[config.mk]
export PLATFORM = sky130hd
export DESIGN_NAME = keypad_scanner
export DESIGN_NICKNAME = d
export VERILOG_FILES = /design/src/rtl/bomberman_pkg.sv /design/src/rtl/keypad_col_timer.sv /design/src/rtl/keypad_scanner.sv
export SDC_FILE = /design/constraint.sdc
export NUM_CORES = 1
export LEC_CHECK = 0
export BUFFER_PORTS_ARGS = -buffer_cell sky130_fd_sc_hd__buf_2
export CORE_MARGIN = 2
export CORE_UTILIZATION = 40
export CTS_BUF_LIST = sky130_fd_sc_hd__clkbuf_16
export DETAILED_ROUTE_END_ITERATION = 7
export SYNTH_ARGS = -nofsm -noshare
export SYNTH_HDL_FRONTEND = slang
export SYNTH_SLANG_ARGS = --single-unit
[constraint.sdc]
create_clock -name clk -period 3.5 [get_ports clk]
set_input_delay 0.7 -clock clk [delete_from_list [all_inputs] [get_ports clk]]
set_output_delay 0.7 -clock clk [all_outputs]
set_load 0.03 [all_outputs]
[src/rtl/bomberman_pkg.sv]
// Shared definitions for the bomberman keypad path (scanner and chara_control).
// Contents: hex key-code constants, 4x4 PmodKYPD key map, scanner enums.
// Key map rows are top to bottom and columns left to right, as seen on the pad.
package bomberman_pkg;

  localparam logic [3:0] KEY_0 = 4'h0;
  localparam logic [3:0] KEY_1 = 4'h1;
  localparam logic [3:0] KEY_2 = 4'h2;
  localparam logic [3:0] KEY_3 = 4'h3;
  localparam logic [3:0] KEY_4 = 4'h4;
  localparam logic [3:0] KEY_5 = 4'h5;
  localparam logic [3:0] KEY_6 = 4'h6;
  localparam logic [3:0] KEY_7 = 4'h7;
  localparam logic [3:0] KEY_8 = 4'h8;
  localparam logic [3:0] KEY_9 = 4'h9;
  localparam logic [3:0] KEY_A = 4'hA;
  localparam logic [3:0] KEY_B = 4'hB;
  localparam logic [3:0] KEY_C = 4'hC;
  localparam logic [3:0] KEY_D = 4'hD;
  localparam logic [3:0] KEY_E = 4'hE;
  localparam logic [3:0] KEY_F = 4'hF;

  // Outcome of one full 4-column scan.
  typedef enum logic [1:0] {SCAN_NONE, SCAN_SINGLE, SCAN_MULTI} scan_res_t;

  // Press/release state machine states.
  typedef enum logic [1:0] {ST_SCAN, ST_REPORT, ST_HELD} kp_state_t;

  // Physical (row, col) position to hex code.
  function automatic logic [3:0] key_map(input logic [1:0] r, input logic [1:0] c);
    logic [3:0] k;
    k = KEY_0;
    case ({r, c})
      4'h0: k = KEY_1;
      4'h1: k = KEY_2;
      4'h2: k = KEY_3;
      4'h3: k = KEY_A;
      4'h4: k = KEY_4;
      4'h5: k = KEY_5;
      4'h6: k = KEY_6;
      4'h7: k = KEY_B;
      4'h8: k = KEY_7;
      4'h9: k = KEY_8;
      4'hA: k = KEY_9;
      4'hB: k = KEY_C;
      4'hC: k = KEY_0;
      4'hD: k = KEY_F;
      4'hE: k = KEY_E;
      4'hF: k = KEY_D;
      default: k = KEY_0;
    endcase
    return k;
  endfunction

endpackage

[src/rtl/keypad_col_timer.sv]
// Column sequencer: holds each column low for DWELL_CYCLES, rotating 0->1->2->3.
// Ports: clk, reset_sw (async high) | col (registered, active-low), col_idx,
//        sample (row sample strobe at dwell cycle SETTLE_CYCLES), scan_done (last cycle of col 3).
module keypad_col_timer #(
  parameter int DWELL_CYCLES  = 100000,
  parameter int SETTLE_CYCLES = 16
) (
  input  logic       clk,
  input  logic       reset_sw,
  output logic [3:0] col,
  output logic [1:0] col_idx,
  output logic       sample,
  output logic       scan_done
);
  import bomberman_pkg::*;

  localparam int CW = (DWELL_CYCLES > 1) ? $clog2(DWELL_CYCLES) : 1;
  localparam logic [CW-1:0] LAST   = CW'(DWELL_CYCLES - 1);
  localparam logic [CW-1:0] SETTLE = CW'(SETTLE_CYCLES);
  localparam logic [CW-1:0] ONE    = CW'(1);

  logic [CW-1:0] dwell_cnt;

  // col is its own register so the pins never glitch through a decoder.
  always_ff @(posedge clk or posedge reset_sw) begin
    if (reset_sw) begin
      dwell_cnt <= '0;
      col_idx   <= 2'd0;
      col       <= 4'b1110;
    end else if (dwell_cnt == LAST) begin
      dwell_cnt <= '0;
      col_idx   <= col_idx + 2'd1;
      col       <= {col[2:0], col[3]};
    end else begin
      dwell_cnt <= dwell_cnt + ONE;
    end
  end

  assign sample    = (dwell_cnt == SETTLE);
  assign scan_done = (dwell_cnt == LAST) && (col_idx == 2'd3);

endmodule

[src/rtl/keypad_scanner.sv]
// PmodKYPD scanner: drives columns, debounces one key, hands its hex code out on valid/ready.
// Ports: clk, reset_sw (async high), row (async, active-low) | col, key_code, key_valid,
//        key_ready (in), key_held, overrun (sticky lost-event flag).
module keypad_scanner #(
  parameter int DWELL_CYCLES   = 100000,
  parameter int SETTLE_CYCLES  = 16,
  parameter int DEBOUNCE_SCANS = 4
) (
  input  logic       clk,
  input  logic       reset_sw,
  input  logic [3:0] row,
  output logic [3:0] col,
  output logic [3:0] key_code,
  output logic       key_valid,
  input  logic       key_ready,
  output logic       key_held,
  output logic       overrun
);
  import bomberman_pkg::*;

  localparam int DW = $clog2(DEBOUNCE_SCANS + 1);
  localparam logic [DW-1:0] DEB_MAX = DW'(DEBOUNCE_SCANS);
  localparam logic [DW-1:0] ONE_D   = DW'(1);

  logic [1:0] col_idx;
  logic       sample;
  logic       scan_done;

  keypad_col_timer #(
    .DWELL_CYCLES (DWELL_CYCLES),
    .SETTLE_CYCLES(SETTLE_CYCLES)
  ) u_col_timer (
    .clk      (clk),
    .reset_sw (reset_sw),
    .col      (col),
    .col_idx  (col_idx),
    .sample   (sample),
    .scan_done(scan_done)
  );

  // Two-flop synchroniser; idle (all high) out of reset.
  logic [3:0] row_meta, row_sync;
  always_ff @(posedge clk or posedge reset_sw) begin
    if (reset_sw) begin
      row_meta <= 4'hF;
      row_sync <= 4'hF;
    end else begin
      row_meta <= row;
      row_sync <= row_meta;
    end
  end

  logic [3:0] row_low;
  logic [2:0] row_pop;
  logic [1:0] row_enc;
  assign row_low = ~row_sync;
  assign row_pop = {2'b00, row_low[0]} + {2'b00, row_low[1]} +
                   {2'b00, row_low[2]} + {2'b00, row_low[3]};

  always_comb begin
    row_enc = 2'd0;
    if (row_low[1]) row_enc = 2'd1;
    if (row_low[2]) row_enc = 2'd2;
    if (row_low[3]) row_enc = 2'd3;
  end

  // Per-scan accumulator: hits saturates at 2 (= more than one closed contact).
  // The *_next values fold in a sample landing on the scan_done cycle itself.
  logic [1:0] hits, hits_next;
  logic [3:0] acc_code, acc_code_next;
  scan_res_t  scan_res;

  always_comb begin
    hits_next     = hits;
    acc_code_next = acc_code;
    if (sample && row_pop != 3'd0) begin
      if (hits == 2'd0 && row_pop == 3'd1) begin
        hits_next     = 2'd1;
        acc_code_next = key_map(row_enc, col_idx);
      end else begin
        hits_next = 2'd2;
      end
    end
    case (hits_next)
      2'd0:    scan_res = SCAN_NONE;
      2'd1:    scan_res = SCAN_SINGLE;
      default: scan_res = SCAN_MULTI;
    endcase
  end

  always_ff @(posedge clk or posedge reset_sw) begin
    if (reset_sw) begin
      hits     <= 2'd0;
      acc_code <= 4'h0;
    end else if (scan_done) begin
      hits     <= 2'd0;
      acc_code <= 4'h0;
    end else begin
      hits     <= hits_next;
      acc_code <= acc_code_next;
    end
  end

  kp_state_t  state;
  logic [3:0] cand;
  logic [DW-1:0] cnt, rel, cnt_inc, rel_inc;
  assign cnt_inc = (cnt == DEB_MAX) ? cnt : cnt + ONE_D;
  assign rel_inc = (rel == DEB_MAX) ? rel : rel + ONE_D;

  always_ff @(posedge clk or posedge reset_sw) begin
    if (reset_sw) begin
      state     <= ST_SCAN;
      cand      <= 4'h0;
      cnt       <= '0;
      rel       <= '0;
      key_code  <= 4'h0;
      key_valid <= 1'b0;
      key_held  <= 1'b0;
      overrun   <= 1'b0;
    end else begin
      if (key_valid && key_ready) key_valid <= 1'b0;
      case (state)
        ST_SCAN: if (scan_done) begin
          if (scan_res == SCAN_SINGLE) begin
            if (acc_code_next == cand) begin
              cnt <= cnt_inc;
              if (cnt_inc == DEB_MAX) state <= ST_REPORT;
            end else begin
              cand <= acc_code_next;
              cnt  <= ONE_D;
              if (ONE_D == DEB_MAX) state <= ST_REPORT;
            end
          end else begin
            cnt <= '0;
          end
        end
        ST_REPORT: begin
          // Overrides a same-cycle handshake clear: the new event wins.
          key_code  <= cand;
          key_valid <= 1'b1;
          key_held  <= 1'b1;
          if (key_valid && !key_ready) overrun <= 1'b1;
          rel   <= '0;
          state <= ST_HELD;
        end
        ST_HELD: if (scan_done) begin
          if (scan_res == SCAN_NONE) begin
            rel <= rel_inc;
            if (rel_inc == DEB_MAX) begin
              key_held <= 1'b0;
              cnt      <= '0;
              state    <= ST_SCAN;
            end
          end else begin
            rel <= '0;
          end
        end
        default: state <= ST_SCAN;
      endcase
    end
  end

endmodule

**After elaboration in Yosys (flattened, before gate mapping)**

Memories as Yosys holds them, arrays and structs flattened.
Cells that the tools add are included.

- Word-level logic and storage cells: 102
- Memory bits (writable): 0
- Bits in latches: 0
- Output and inout bits: 11
- Bits in read-only memories: 64
- Bits of input ports: 7
- Bits in registers: 56
- Memories kept: 1

Memory list:

| name | depth | bits a word | rd ports | clocked after memory_dff | write ports | line | RTL |
|---|---|---|---|---|---|---|---|
| (name not given) | 16 | 4 | 1 | 0 | 0 | bomberman_pkg.sv:33 | `case ({r, c})` |

- Divide/modulo/power cells: 0
- Shifts and indexed selects: 0
- Magnitude comparators: 0
- Mux-type cells: 37
- Add/subtract/negate cells: 7
- $mul: 0
- Equality and inequality tests: 20
- Bitwise logic cells: 2
- Reduce and logical (&&, ||, !) cells: 20

Operator list:

| kind | count |
|---|---|
| 3-bit two-way mux | 10 |
| 2-bit two-way mux | 12 |
| 17-bit by 1-bit adder with 17-bit output, second input constant | 1 |
| 17-bit == test, second input constant | 1 |
| 17-bit by 5-bit == test with 1-bit output, second input constant | 1 |
| 17-bit two-way mux | 1 |
| 2-bit != test, second input constant | 7 |
| 3-bit == test, second input constant | 4 |
| 4-bit two-way mux | 3 |
| 3-bit case mux with 2 select lines | 2 |
| 2-bit zero test | 4 |
| 4-bit AND reduction | 2 |
| 7-bit AND reduction | 1 |
| 3-bit by 1-bit adder with 3-bit output, second input constant | 2 |
| 2-bit by 1-bit == test with 1-bit output, second input constant | 3 |
| 1-bit two-way mux | 6 |
| 2-bit case mux with 3 select lines | 1 |
| 2-bit nonzero test | 3 |
| 1-bit logical AND | 5 |
| 5-bit AND reduction | 1 |
| 2-bit == test, second input constant | 2 |
| 4-bit == test | 1 |
| 4-bit inverter | 1 |
| 2-bit case mux with 2 select lines | 1 |
| other kinds (10) | 11 |

**Longest topological paths before layout**

Gate-level depths: netlist of the first run.

- Depth after elaboration: 14
- Mapped depth: 11
- Gate-level depth less buffers: 11

**Hierarchy**

From an unflattened synthesis of the first run, not the netlist that was laid out.

- Cells, all modules: 277
- Area, all modules: 2,881.5 um^2

Modules (own cells, without submodules):

| module | sequential area each (um^2) | cells an instance | instances | area an instance (um^2) |
|---|---|---|---|---|
| keypad_scanner | 835.8 | 172 | 1 | 1,750.4 |
| keypad_col_timer | 579.3 | 105 | 1 | 1,131.1 |

**Worst setup path after synthesis of the first run**

No wires, ideal clock.

- Path kind: register to register
- From: reg row_sync[1]
- To: reg cand[0]
- Path slack: 0.116 ns
- Data required time: 3.375 ns
- Path buffers: 0
- Clock period less this slack: 3.384 ns
- Cell stages (with the launch flop): 12
- Library setup time: 0.125 ns
- Data arrival time: 3.259 ns
- Path through: dfstp_2 > fa_1 > inv_1 > ha_1 > ha_1 > or4b_4 > nor2_4 > nand2_4 > o311ai_1 > nand3_1 > o21ai_0 > mux2_2

- Cells in the longest elaborated chain, start to end: 12
- Elaborated cells on any way between the ends: 23
- Classes of those cells: add/sub: 3; eq/ne: 4; mux: 8; bitwise: 2; reduce/logical: 5; memory: 1

Ends and longest elaborated chain:

| item | line | RTL |
|---|---|---|
| start, declared | keypad_scanner.sv:42 | `logic [3:0] row_meta, row_sync;` |
| start signal, assigned | keypad_scanner.sv:49 | `row_sync <= row_meta;` |
| 4-bit inverter * | keypad_scanner.sv:56 | `assign row_low = ~row_sync;` |
| 1-bit by 1-bit adder with 2-bit output | keypad_scanner.sv:57 | `assign row_pop = {2'b00, row_low[0]} + {2'b00, row_low[1]} +` |
| 2-bit by 1-bit adder with 3-bit output | keypad_scanner.sv:57 |  |
| 3-bit by 1-bit adder with 3-bit output | keypad_scanner.sv:58 | `{2'b00, row_low[2]} + {2'b00, row_low[3]};` |
| 3-bit by 1-bit == test with 1-bit output | keypad_scanner.sv:77 | `if (hits == 2'd0 && row_pop == 3'd1) begin` |
| 1-bit logical AND | keypad_scanner.sv:77 |  |
| 2-bit two-way mux | keypad_scanner.sv:77 |  |
| 2-bit two-way mux | keypad_scanner.sv:76 | `if (sample && row_pop != 3'd0) begin` |
| 2-bit by 1-bit == test with 1-bit output / 2-bit zero test (equally long branches) | keypad_scanner.sv:84 | `case (hits_next)` |
| 2-bit case mux with 2 select lines | keypad_scanner.sv:84 |  |
| 2-bit by 1-bit == test with 1-bit output | keypad_scanner.sv:124 | `if (scan_res == SCAN_SINGLE) begin` |
| 4-bit AND reduction (no source line) | -- |  |
| end signal, assigned | keypad_scanner.sv:129 | `cand <= acc_code_next;` |
| end, declared | keypad_scanner.sv:105 | `logic [3:0] cand;` |

Every way passes the cells marked *; elsewhere a longest branch is shown, timed or not.
A chain may end at the register's enable or synchronous reset.

**Worst setup path after layout of the first run**

- From: reg row_sync[1]
- To: reg cnt[2]

- Cells in the longest elaborated chain, start to end: 14
- Elaborated cells on any way between the ends: 28
- Classes of those cells: add/sub: 3; eq/ne: 5; mux: 12; bitwise: 1; reduce/logical: 6; memory: 1

Ends and longest elaborated chain:

| item | line | RTL |
|---|---|---|
| 4-bit inverter * | keypad_scanner.sv:56 |  |
| 1-bit by 1-bit adder with 2-bit output | keypad_scanner.sv:57 |  |
| 2-bit by 1-bit adder with 3-bit output | keypad_scanner.sv:57 |  |
| 3-bit by 1-bit adder with 3-bit output | keypad_scanner.sv:58 |  |
| 3-bit by 1-bit == test with 1-bit output | keypad_scanner.sv:77 |  |
| 1-bit logical AND | keypad_scanner.sv:77 |  |
| 2-bit two-way mux | keypad_scanner.sv:77 |  |
| 2-bit two-way mux | keypad_scanner.sv:76 |  |
| 2-bit by 1-bit == test with 1-bit output / 2-bit zero test (equally long branches) | keypad_scanner.sv:84 |  |
| 2-bit case mux with 2 select lines | keypad_scanner.sv:84 |  |
| 2-bit by 1-bit == test with 1-bit output | keypad_scanner.sv:124 |  |
| 3-bit two-way mux | keypad_scanner.sv:124 |  |
| 3-bit two-way mux | keypad_scanner.sv:123 | `ST_SCAN: if (scan_done) begin` |
| 3-bit case mux with 2 select lines | keypad_scanner.sv:122 | `case (state)` |
| end signal, assigned | keypad_scanner.sv:126 | `cnt <= cnt_inc;` |
| end, declared | keypad_scanner.sv:106 | `logic [DW-1:0] cnt, rel, cnt_inc, rel_inc;` |

Every way passes the cells marked *; elsewhere a longest branch is shown, timed or not. The select of a mux whose other input is x is not followed.

==> flow_metrics.env, run 1 <==
export IMPL_numCtsBuffers=5
export IMPL_hold_viol=0
export IMPL_htreeDepth=2
export IMPL_clockPowerShare_pct=39.3
export IMPL_finalClockSkew_ns=0.00561
export IMPL_setup_violations=0
export IMPL_cts_buffer_depth=2
export IMPL_avgSynthCellArea_sq_um=10.3
export IMPL_whs_path_depth=0
export IMPL_r2r_slack_ns=0.09
export IMPL_grt_max_degree=51
export IMPL_power_density_nw_per_um2=374
export IMPL_yosysSeqAreaShare_pct=47.5
export IMPL_grt_ovfl_total=0
export IMPL_p_comb_share_pct=8.1
export IMPL_numPortBuffers=17
export IMPL_place_gp_congestion=0.813
export IMPL_antennaDiodeCount=0
export IMPL_synth_cell_area_sq_um=2980
export IMPL_arrival_ns=3.63
export IMPL_layout_min_cycle_time_ns=3.41
export IMPL_cap_violations=0
export IMPL_track_usage_pct=14.8
export IMPL_syn2layout_area_growth_pct=16.1
export IMPL_ys_types=59
export IMPL_intPower_uw=979
export IMPL_yosys_area_top_type="dfrtp_1"
export IMPL_drive_gt1_share_pct=25.5
export IMPL_dr_pass1_iters=4
export IMPL_max_slew_worst_pin_slew_ns=1.03
export IMPL_synth_edf_count=0
export IMPL_relSlewSlack_pct=31.0
export IMPL_r2r_cells=13
export IMPL_yosys_register_bits=56
export IMPL_max_clock_freq_mhz=293
export IMPL_cts_root_buf="clkbuf_16"
export IMPL_synthTopCellsByArea="dfrtp_1 (38%), dfstp_2 (9.7%), ha_1 (5.0%)"
export IMPL_p_switching_uw=313
export IMPL_critPathRequiredTime_ns=3.72
export IMPL_clk_latency_ns=0.29
export IMPL_swShare_pct=24.2
export IMPL_fp_dieW_um=90.3
export IMPL_die_area_sq_um=8150
export IMPL_yosysWarnings=0
export IMPL_synth_cells=289
export IMPL_hpwl_um=4050
export IMPL_cts_tree="yes"
export IMPL_num_rows=31
export IMPL_rr_endpoint="cnt[2]$_DFFE_PP0P_"
export IMPL_endpoint_kind="flip-flop"
export IMPL_rsz0062_at_grt="true"
export IMPL_p_seq_share_pct=52.6
export IMPL_critPathLaunchType="flip-flop"
export IMPL_hold_class="flip-flop to flip-flop"
export IMPL_drtIter0Drc=88
export IMPL_path_max_fanout=4
export IMPL_core_area_sq_um=7210
export IMPL_start_util_pct=41.3
export IMPL_reg2reg_from="row_sync[1]$_DFF_PP1_"
export IMPL_path_clk_slew_ns=0.07
export IMPL_irDropWorstVdd_mv=0.193
export IMPL_nNetsFinal=344
export IMPL_critPathLaunch="row_sync[1]$_DFF_PP1_"
export IMPL_antenna_found_initial=0
export IMPL_finalWirelength_um=5680
export IMPL_cts_hold_buf=0
export IMPL_wl_per_cell_um=13.4
export IMPL_post_route_period_util_pct=97.5
export IMPL_die_h_um=90.3
export IMPL_final_util_pct=47.9
export IMPL_syn_nets=309
export IMPL_grt_pass1_wl_um=9900
export IMPL_vias=2131
export IMPL_ios=18
export IMPL_ys_flop_type="dfrtp_1"
export IMPL_crit_type="flip-flop to flip-flop"
export IMPL_postRouteAntennaNets=0
export IMPL_leakagePower_uw=0.00160
export IMPL_drcViolationCount=0
export IMPL_drv_slew=0
export IMPL_status="finished clean"
export IMPL_clock_sinks=56
export IMPL_grt_pass1_vias=2128
export IMPL_synth_top_cell_area_share_pct=37.8
export IMPL_fin_setup_tns_ns=0
export IMPL_fillCellCount=696
export IMPL_synth_async_reset_ratio_pct=100
export IMPL_avgViaCountPerCell=5.03
export IMPL_cp_endpoint="cnt[2]$_DFFE_PP0P_"
-- cell usage after synthesis, drive strengths merged (2+ instances only) --
master   n
nor2    26
ha      12
mux2i    2
dfstp   11
nor2b    8
nand2   23
or2      3
nor4b    3
a22o     2
nor4     6
o21a     5
and2     3
and3     3
nor3b    2
o21ai   20
inv     22
a21oi   14
xnor2    7
dfrtp   45
mux2     7
a21o     2
nand4    4
nand2b   8
xor2     7
clkbuf   2
nand3b   3
nor3     6
nand3   11
o221ai   2
o211ai   2
-- flip-flops by register name, indices dropped and copies added (netlist names) --
name and cells:
hits 2, cand 4, u_col_timer.dwell_cnt 17, row_meta 4
u_col_timer.col 4, cnt 3, rel 3, key_code 4
u_col_timer.col_idx 2, key_valid 1, state 2, key_held 1
row_sync 4, overrun 1, acc_code 4
-- cells in the final DEF (no fill, tap or decap), drive strengths merged, types with 8 or more instances in the layout --
cell	instances
dfrtp	45
buf	31
nor2	26
inv	24
nand2	23
o21ai	20
a21oi	14
ha	12
nand3	11
dfstp	11
nor2b	8
nand2b	8
-- what timing repair did --
item                                   in CTS  in global routing
resized for setup                           2                  5
pin swaps                                   0                  7
endpoints found under the hold margin       0                  0
buffers inserted                            0                  3
gates cloned                                0                  0
setup endpoints to repair                   2                  6
-- stage by stage --
stage          hold slack (ns)  area, sq um  std cells  total power, uW  setup slack, ns
2_1_floorplan            0.345         2980        289              760            0.116
3_3_place_gp             0.346         3250        413              790           0.0467
3_5_place_dp             0.347         3250        413              792          -0.0613
4_1_cts                  0.358         3400        421             1310           0.0201
5_1_grt                  0.361         3460        424             1360          -0.0642
6_report                 0.357         3460        424             1290           0.0875
-- per-layer routing --
layer  share of wire, %  global-route usage, %
met1                 50                   20.7
met2                 46                   23.4
met3                2.8                   3.01
met4                1.3                   4.62
met5                  0                      0
-- power by group through the flow --
stage               logic (uW)  registers (uW)  clock network [uW]
global route               120             682                 553
global placement          98.7             691                   0
finish                     105             679                 508
floorplan                 71.8             688                   0
CTS                        102             679                 525
detailed placement         101             691                   0
-- logic make-up (layout without fill, tap and decap cells) --
group | count (synthesis) | in the layout | synth area share, %
XOR/XNOR | 14 | 14 | 4.12
AND/OR/NAND/NOR | 115 | 115 | 23.4
buffers and inverters | 25 | 61 | 3.40
adder cells (fa/ha/maj) | 13 | 13 | 5.72
AO/OA/AOI/OAI | 57 | 57 | 12.5
flip-flops | 56 | 56 | 47.5
multiplexers | 9 | 9 | 3.32
-- layout make-up --
cell class	count	area, sq um	area share (%)
clock buffers	5	125	3.62
clock inverters	3	21.3	0.615
flip-flops and latches	56	1420	40.9
multi-input cells	208	1500	43.4
repair buffers	31	190	5.50
well taps	99	124	3.58
inverters	22	82.6	2.39
-- worst max-delay path: stages, from the launching register on --
cell	delay, ns
dfstp_2	0.54
fa_1	0.41
inv_1	0.07
ha_1	0.18
ha_4	0.21
or4b_4	0.55
nor2_4	0.17
nand2_4	0.08
buf_4	0.14
o211ai_1	0.20
buf_4	0.15
nand2b_1	0.04
or4_1	0.46
a21oi_1	0.13
-- worst min-delay path by stage --
| stage | slack (ns) | end | startpoint |
|---|---|---|---|
| final | 0.36 | row_sync[0]$_DFF_PP1_ | row_meta[0]$_DFF_PP1_ |
| after global routing | 0.36 | row_sync[0]$_DFF_PP1_ | row_meta[0]$_DFF_PP1_ |
| after CTS | 0.36 | row_sync[0]$_DFF_PP1_ | row_meta[0]$_DFF_PP1_ |
| after detailed placement | 0.35 | row_sync[0]$_DFF_PP1_ | row_meta[0]$_DFF_PP1_ |
| after global placement | 0.35 | row_sync[1]$_DFF_PP1_ | row_meta[1]$_DFF_PP1_ |
| after floorplan | 0.35 | row_sync[0]$_DFF_PP1_ | row_meta[0]$_DFF_PP1_ |
No activity file was read; power rests on OpenSTA's default activity.
==> run 2, diff against run 1 <==
- CORE_UTILIZATION: 40 -> 50
- PLACE_DENSITY: unset -> 0.8
==> flow_metrics.env, run 2 (synthesis results as in run 1) <==
export IMPL_ios=18
export IMPL_drv_slew=0
export IMPL_post_route_period_util_pct=99.5
export IMPL_dr_pass1_iters=4
export IMPL_endpoint_kind="flip-flop"
export IMPL_max_clock_freq_mhz=287
export IMPL_setup_violations=0
export IMPL_rr_endpoint="cnt[2]$_DFFE_PP0P_"
export IMPL_grt_ovfl_total=0
export IMPL_critPathRequiredTime_ns=3.72
export IMPL_worst_hold_slack_ns=0.352
export IMPL_antennaDiodeCount=0
export IMPL_largest_register_ffs=17
export IMPL_rsz0062_at_grt="true"
export IMPL_num_rows=28
export IMPL_min_to="row_sync[3]$_DFF_PP1_"
export IMPL_irDropWorstVdd_mv=0.259
export IMPL_finalWirelength_um=5840
export IMPL_relSlewSlack_pct=31.2
export IMPL_core_area_sq_um=5850
export IMPL_grt_pass1_vias=2137
export IMPL_reg2reg_from="row_sync[3]$_DFF_PP1_"
export IMPL_layout_common_cells="dfrtp_1 (45), nor2_1 (24), inv_1 (21), nand2_1 (21), o21ai_0 (19)"
export IMPL_clock_sinks=56
export IMPL_numPortBuffers=17
export IMPL_whs_path_depth=0
export IMPL_arrival_ns=3.70
export IMPL_fp_dieW_um=81.2
export IMPL_cap_violations=0
export IMPL_nNetsFinal=342
export IMPL_cts_tree="yes"
export IMPL_track_usage_pct=19.1
export IMPL_avgViaCountPerCell=5.59
export IMPL_numCtsBuffers=5
export IMPL_layout_min_cycle_time_ns=3.48
export IMPL_final_common_cell="dfrtp_1"
export IMPL_top_register="u_col_timer.dwell_cnt"
export IMPL_status="finished clean"
export IMPL_clk_latency_ns=0.29
export IMPL_place_gp_congestion=0.916
export IMPL_r2r_slack_ns=0.02
export IMPL_cts_root_buf="clkbuf_16"
export IMPL_drcViolationCount=0
export IMPL_leakagePower_uw=0.00160
export IMPL_htreeDepth=2
export IMPL_hpwl_um=4110
export IMPL_wl_per_cell_um=14.7
export IMPL_die_h_um=81.2
export IMPL_drive_gt1_share_pct=26.3
export IMPL_crit_type="flip-flop to flip-flop"
export IMPL_postRouteAntennaNets=0
export IMPL_total_power_uw=1280
export IMPL_path_max_fanout=4
export IMPL_r2r_cells=11
export IMPL_grt_pass1_wl_um=9640
export IMPL_die_area_sq_um=6590
export IMPL_cts_buffer_depth=2
export IMPL_min_from="row_meta[3]$_DFF_PP1_"
export IMPL_max_slew_worst_pin_slew_ns=1.03
export IMPL_finalClockSkew_ns=0.00850
export IMPL_syn2layout_area_growth_pct=15.3
export IMPL_start_util_pct=50.9
export IMPL_drtIter0Drc=143
export IMPL_power_density_nw_per_um2=373
export IMPL_critPathLaunchType="flip-flop"
export IMPL_hold_viol=0
export IMPL_hold_class="flip-flop to flip-flop"
export IMPL_vias=2226
export IMPL_antenna_found_initial=0
export IMPL_path_clk_slew_ns=0.07
export IMPL_grt_max_degree=50
run 2: stage by stage:
stage	setup TNS, ns	util [%]	setup WS, ns	cell area [sq um]	cells
floorplan	0	-	0.116	2980	289
global placement	0	54.5	0.0292	3190	385
detailed placement	-0.0731	54.5	-0.0385	3190	385
CTS	0	57.0	0.0172	3330	393
global route	-0.305	58.7	-0.100	3430	398
finish	0	58.7	0.0183	3430	398
run 2: how the worst max path moves through the flow:
stage,startpoint,end,slack (ns),cells after the start
6_report,row_sync[3]$_DFF_PP1_,cnt[2]$_DFFE_PP0P_,0.02,11
5_1_grt,row_sync[3]$_DFF_PP1_,cand[0]$_DFFE_PP0P_,-0.10,12
4_1_cts,row_sync[0]$_DFF_PP1_,cand[0]$_DFFE_PP0P_,0.02,11
3_5_place_dp,row_sync[0]$_DFF_PP1_,cand[0]$_DFFE_PP0P_,-0.04,11
3_3_place_gp,row_sync[0]$_DFF_PP1_,cand[3]$_DFFE_PP0P_,0.03,11
2_1_floorplan,row_sync[1]$_DFF_PP1_,cand[0]$_DFFE_PP0P_,0.12,11
run 2: final cells by class:
| class | instances | area (sq um) |
|---|---|---|
| clock buffers | 5 | 125 |
| clock inverters | 3 | 18.8 |
| fillers | 479 | 2420 |
| inverters | 22 | 82.6 |
| multi-input cells | 208 | 1520 |
| flip-flops and latches | 56 | 1420 |
| well taps | 75 | 93.8 |
| repair buffers | 29 | 179 |
run 2: critical path, cell delays in order, from the launching register on:
cell	delay (ns)
dfstp_2	0.55
fa_1	0.41
inv_1	0.07
ha_2	0.18
ha_4	0.20
or4b_4	0.54
nor2_4	0.18
nand2_4	0.09
o31ai_1	0.29
o221ai_2	0.18
or4_1	0.57
a21oi_2	0.16
run 2: power by group:
group | total [uW] | switching [uW] | internal (uW)
Combinational | 112 | 63.1 | 48.8
Sequential | 682 | 16.8 | 665
Clock | 487 | 223 | 264
Total | 1280 | 303 | 978
run 2: timing repair:
| item | 4_1_cts | 5_1_grt |
|---|---|---|
| buffers inserted | 0 | 5 |
| pin swaps | 0 | 7 |
| gates resized for setup | 1 | 12 |
| endpoints found under the setup margin | 2 | 4 |
| hold buffers | 0 | 0 |
run 2: per-layer routing:
layer  share of wire, %  up-vias  GRT usage (%)
met4                1.8        0           6.61
met1                 44     1094           23.8
met2                 51       44           33.5
met5                  0        -              0
li1                   -     1078              -
met3                3.3       10           3.44
==> run 3, diff against run 2 <==
- CORE_UTILIZATION: 50 -> 25
- PLACE_DENSITY: 0.8 -> 0.5
- clock period: 3.5 -> 3.4 ns (I/O delays scaled with it)
==> flow_metrics.env, run 3 (synthesis results as in run 1) <==
export IMPL_status="finished with violations"
export IMPL_violations="DRC"
export IMPL_cts_buffer_depth=2
export IMPL_relSlewSlack_pct=56.5
export IMPL_fin_area_sq_um=3590
export IMPL_p_switching_uw=309
export IMPL_post_route_period_util_pct=99.8
export IMPL_syn2layout_area_growth_pct=20.5
export IMPL_track_usage_pct=10.1
export IMPL_numCtsBuffers=5
export IMPL_clock_sinks=56
export IMPL_placed_area_sq_um=3340
export IMPL_dp_cells=462
export IMPL_grt_pass1_vias=2174
export IMPL_drive_gt1_share_pct=26.7
export IMPL_p_comb_share_pct=8.9
export IMPL_endpoint_kind="flip-flop"
export IMPL_grt_pass1_wl_um=10600
export IMPL_final_util_pct=31.1
export IMPL_clockPowerShare_pct=41.0
export IMPL_num_rows=39
export IMPL_hpwl_um=4500
export IMPL_vias=2145
export IMPL_total_power_uw=1390
export IMPL_hold_class="flip-flop to flip-flop"
export IMPL_drv_slew=0
export IMPL_p_seq_share_pct=50.2
export IMPL_clk_latency_ns=0.29
export IMPL_wl_per_cell_um=12.9
export IMPL_path_max_fanout=4
export IMPL_critPathLaunch="row_sync[1]$_DFF_PP1_"
export IMPL_hold_viol=0
export IMPL_min_from="row_meta[0]$_DFF_PP1_"
export IMPL_finalWirelength_um=6080
export IMPL_rsz0062_at_grt="true"
export IMPL_irDropWorstVdd_mv=0.246
export IMPL_swShare_pct=22.2
export IMPL_antenna_found_initial=0
export IMPL_place_ws_ns=-0.169
export IMPL_die_area_sq_um=12800
export IMPL_critPathRequiredTime_ns=3.62
export IMPL_grt_ovfl_total=0
export IMPL_power_density_nw_per_um2=389
export IMPL_drcViolationCount=2
export IMPL_max_clock_freq_mhz=295
export IMPL_setup_violations=0
export IMPL_antennaDiodeCount=0
export IMPL_final_common_cell="dfrtp_1"
export IMPL_cts_tree="yes"
export IMPL_largest_register_ffs=17
export IMPL_htreeDepth=2
export IMPL_layout_common_cells="dfrtp_1 (45), nor2_1 (24), inv_1 (22), nand2_1 (21)"
export IMPL_finalClockSkew_ns=0.00417
export IMPL_grt_max_degree=29
export IMPL_leakagePower_uw=0.00164
export IMPL_critPathLaunchType="flip-flop"
export IMPL_top_register="u_col_timer.dwell_cnt"
export IMPL_fp_dieW_um=113
export IMPL_postRouteAntennaNets=0
export IMPL_die_h_um=113
export IMPL_path_clk_slew_ns=0.07
export IMPL_ios=18
export IMPL_dr_pass1_iters=7
export IMPL_start_util_pct=25.8
export IMPL_cap_violations=0
export IMPL_arrival_ns=3.61
export IMPL_instances_no_fill=472
export IMPL_drtIter0Drc=99
export IMPL_avgViaCountPerCell=4.54
export IMPL_intPower_uw=1090
export IMPL_layout_min_cycle_time_ns=3.39
export IMPL_core_area_sq_um=11500
export IMPL_nNetsFinal=348
export IMPL_numPortBuffers=17
export IMPL_reg2reg_from="row_sync[1]$_DFF_PP1_"
export IMPL_fillCellCount=1210
export IMPL_place_gp_congestion=0.819
export IMPL_setup_slack_ns=0.00716
export IMPL_crit_type="flip-flop to flip-flop"
export IMPL_max_slew_worst_pin_slew_ns=0.643
export IMPL_r2r_slack_ns=0.007
export IMPL_cts_root_buf="clkbuf_16"
## run 3: final timing paths
kind | end | depth (start not counted)
min in group asynchronous | key_code[2]$_DFFE_PP0P_ | 2
setup reg to reg | cnt[2]$_DFFE_PP0P_ | 11
hold reg to reg | row_sync[0]$_DFF_PP1_ | 0
setup / recovery | cnt[2]$_DFFE_PP0P_ | 11
max in group asynchronous | row_sync[1]$_DFF_PP1_ | 3
hold / removal | row_sync[0]$_DFF_PP1_ | 0
## run 3: what timing repair did
action	in CTS	in global routing
hold buffers	0	0
gates resized for setup	3	11
setup endpoints to repair	3	7
pin swaps	4	3
buffers inserted	1	1
## run 3: area by class of cell
cell class,count,area (sq um),share of cell area [%]
clock buffers,5,125,3.49
clock inverters,3,38.8,1.08
inverters,22,82.6,2.30
multi-input cells,208,1520,42.4
flip-flops and latches,56,1420,39.4
well taps,143,179,4.99
repair buffers,35,224,6.24
## run 3: per-stage QoR
step                      TNS (ns)  hold WS (ns)
after floorplan                  0         0.345
after global placement      -0.159         0.346
after detailed placement    -0.366         0.347
after CTS                 -0.00484         0.358
after global routing        -0.734         0.360
final                            0         0.356
## run 3: worst max-delay path: stages, from the launching register on
cell and delay [ns]:
dfstp_2 0.54, fa_1 0.40, inv_1 0.07, ha_2 0.18
ha_4 0.20, or4b_4 0.56, nor2_4 0.15, nand2_4 0.09
o31ai_1 0.29, o221ai_2 0.17, or4_1 0.54, a21oi_1 0.13
## run 3: power groups by stage
stage | Sequential, uW | Combinational [uW] | Clock (uW)
after detailed placement | 712 | 110 | 0
after global placement | 712 | 109 | 0
after global routing | 702 | 140 | 627
after floorplan | 708 | 73.9 | 0
after CTS | 699 | 114 | 597
final | 700 | 123 | 572
## run 3: routing by layer
| layer | global-route usage [%] | up-vias | wire length, um |
|---|---|---|---|
| met3 | 1.98 | 5 | 208 |
| met2 | 15.4 | 37 | 2660 |
| met4 | 2.44 | 0 | 56 |
| met5 | 0 | - | 0 |
| li1 | - | 1088 | - |
| met1 | 14.8 | 1015 | 3160 |
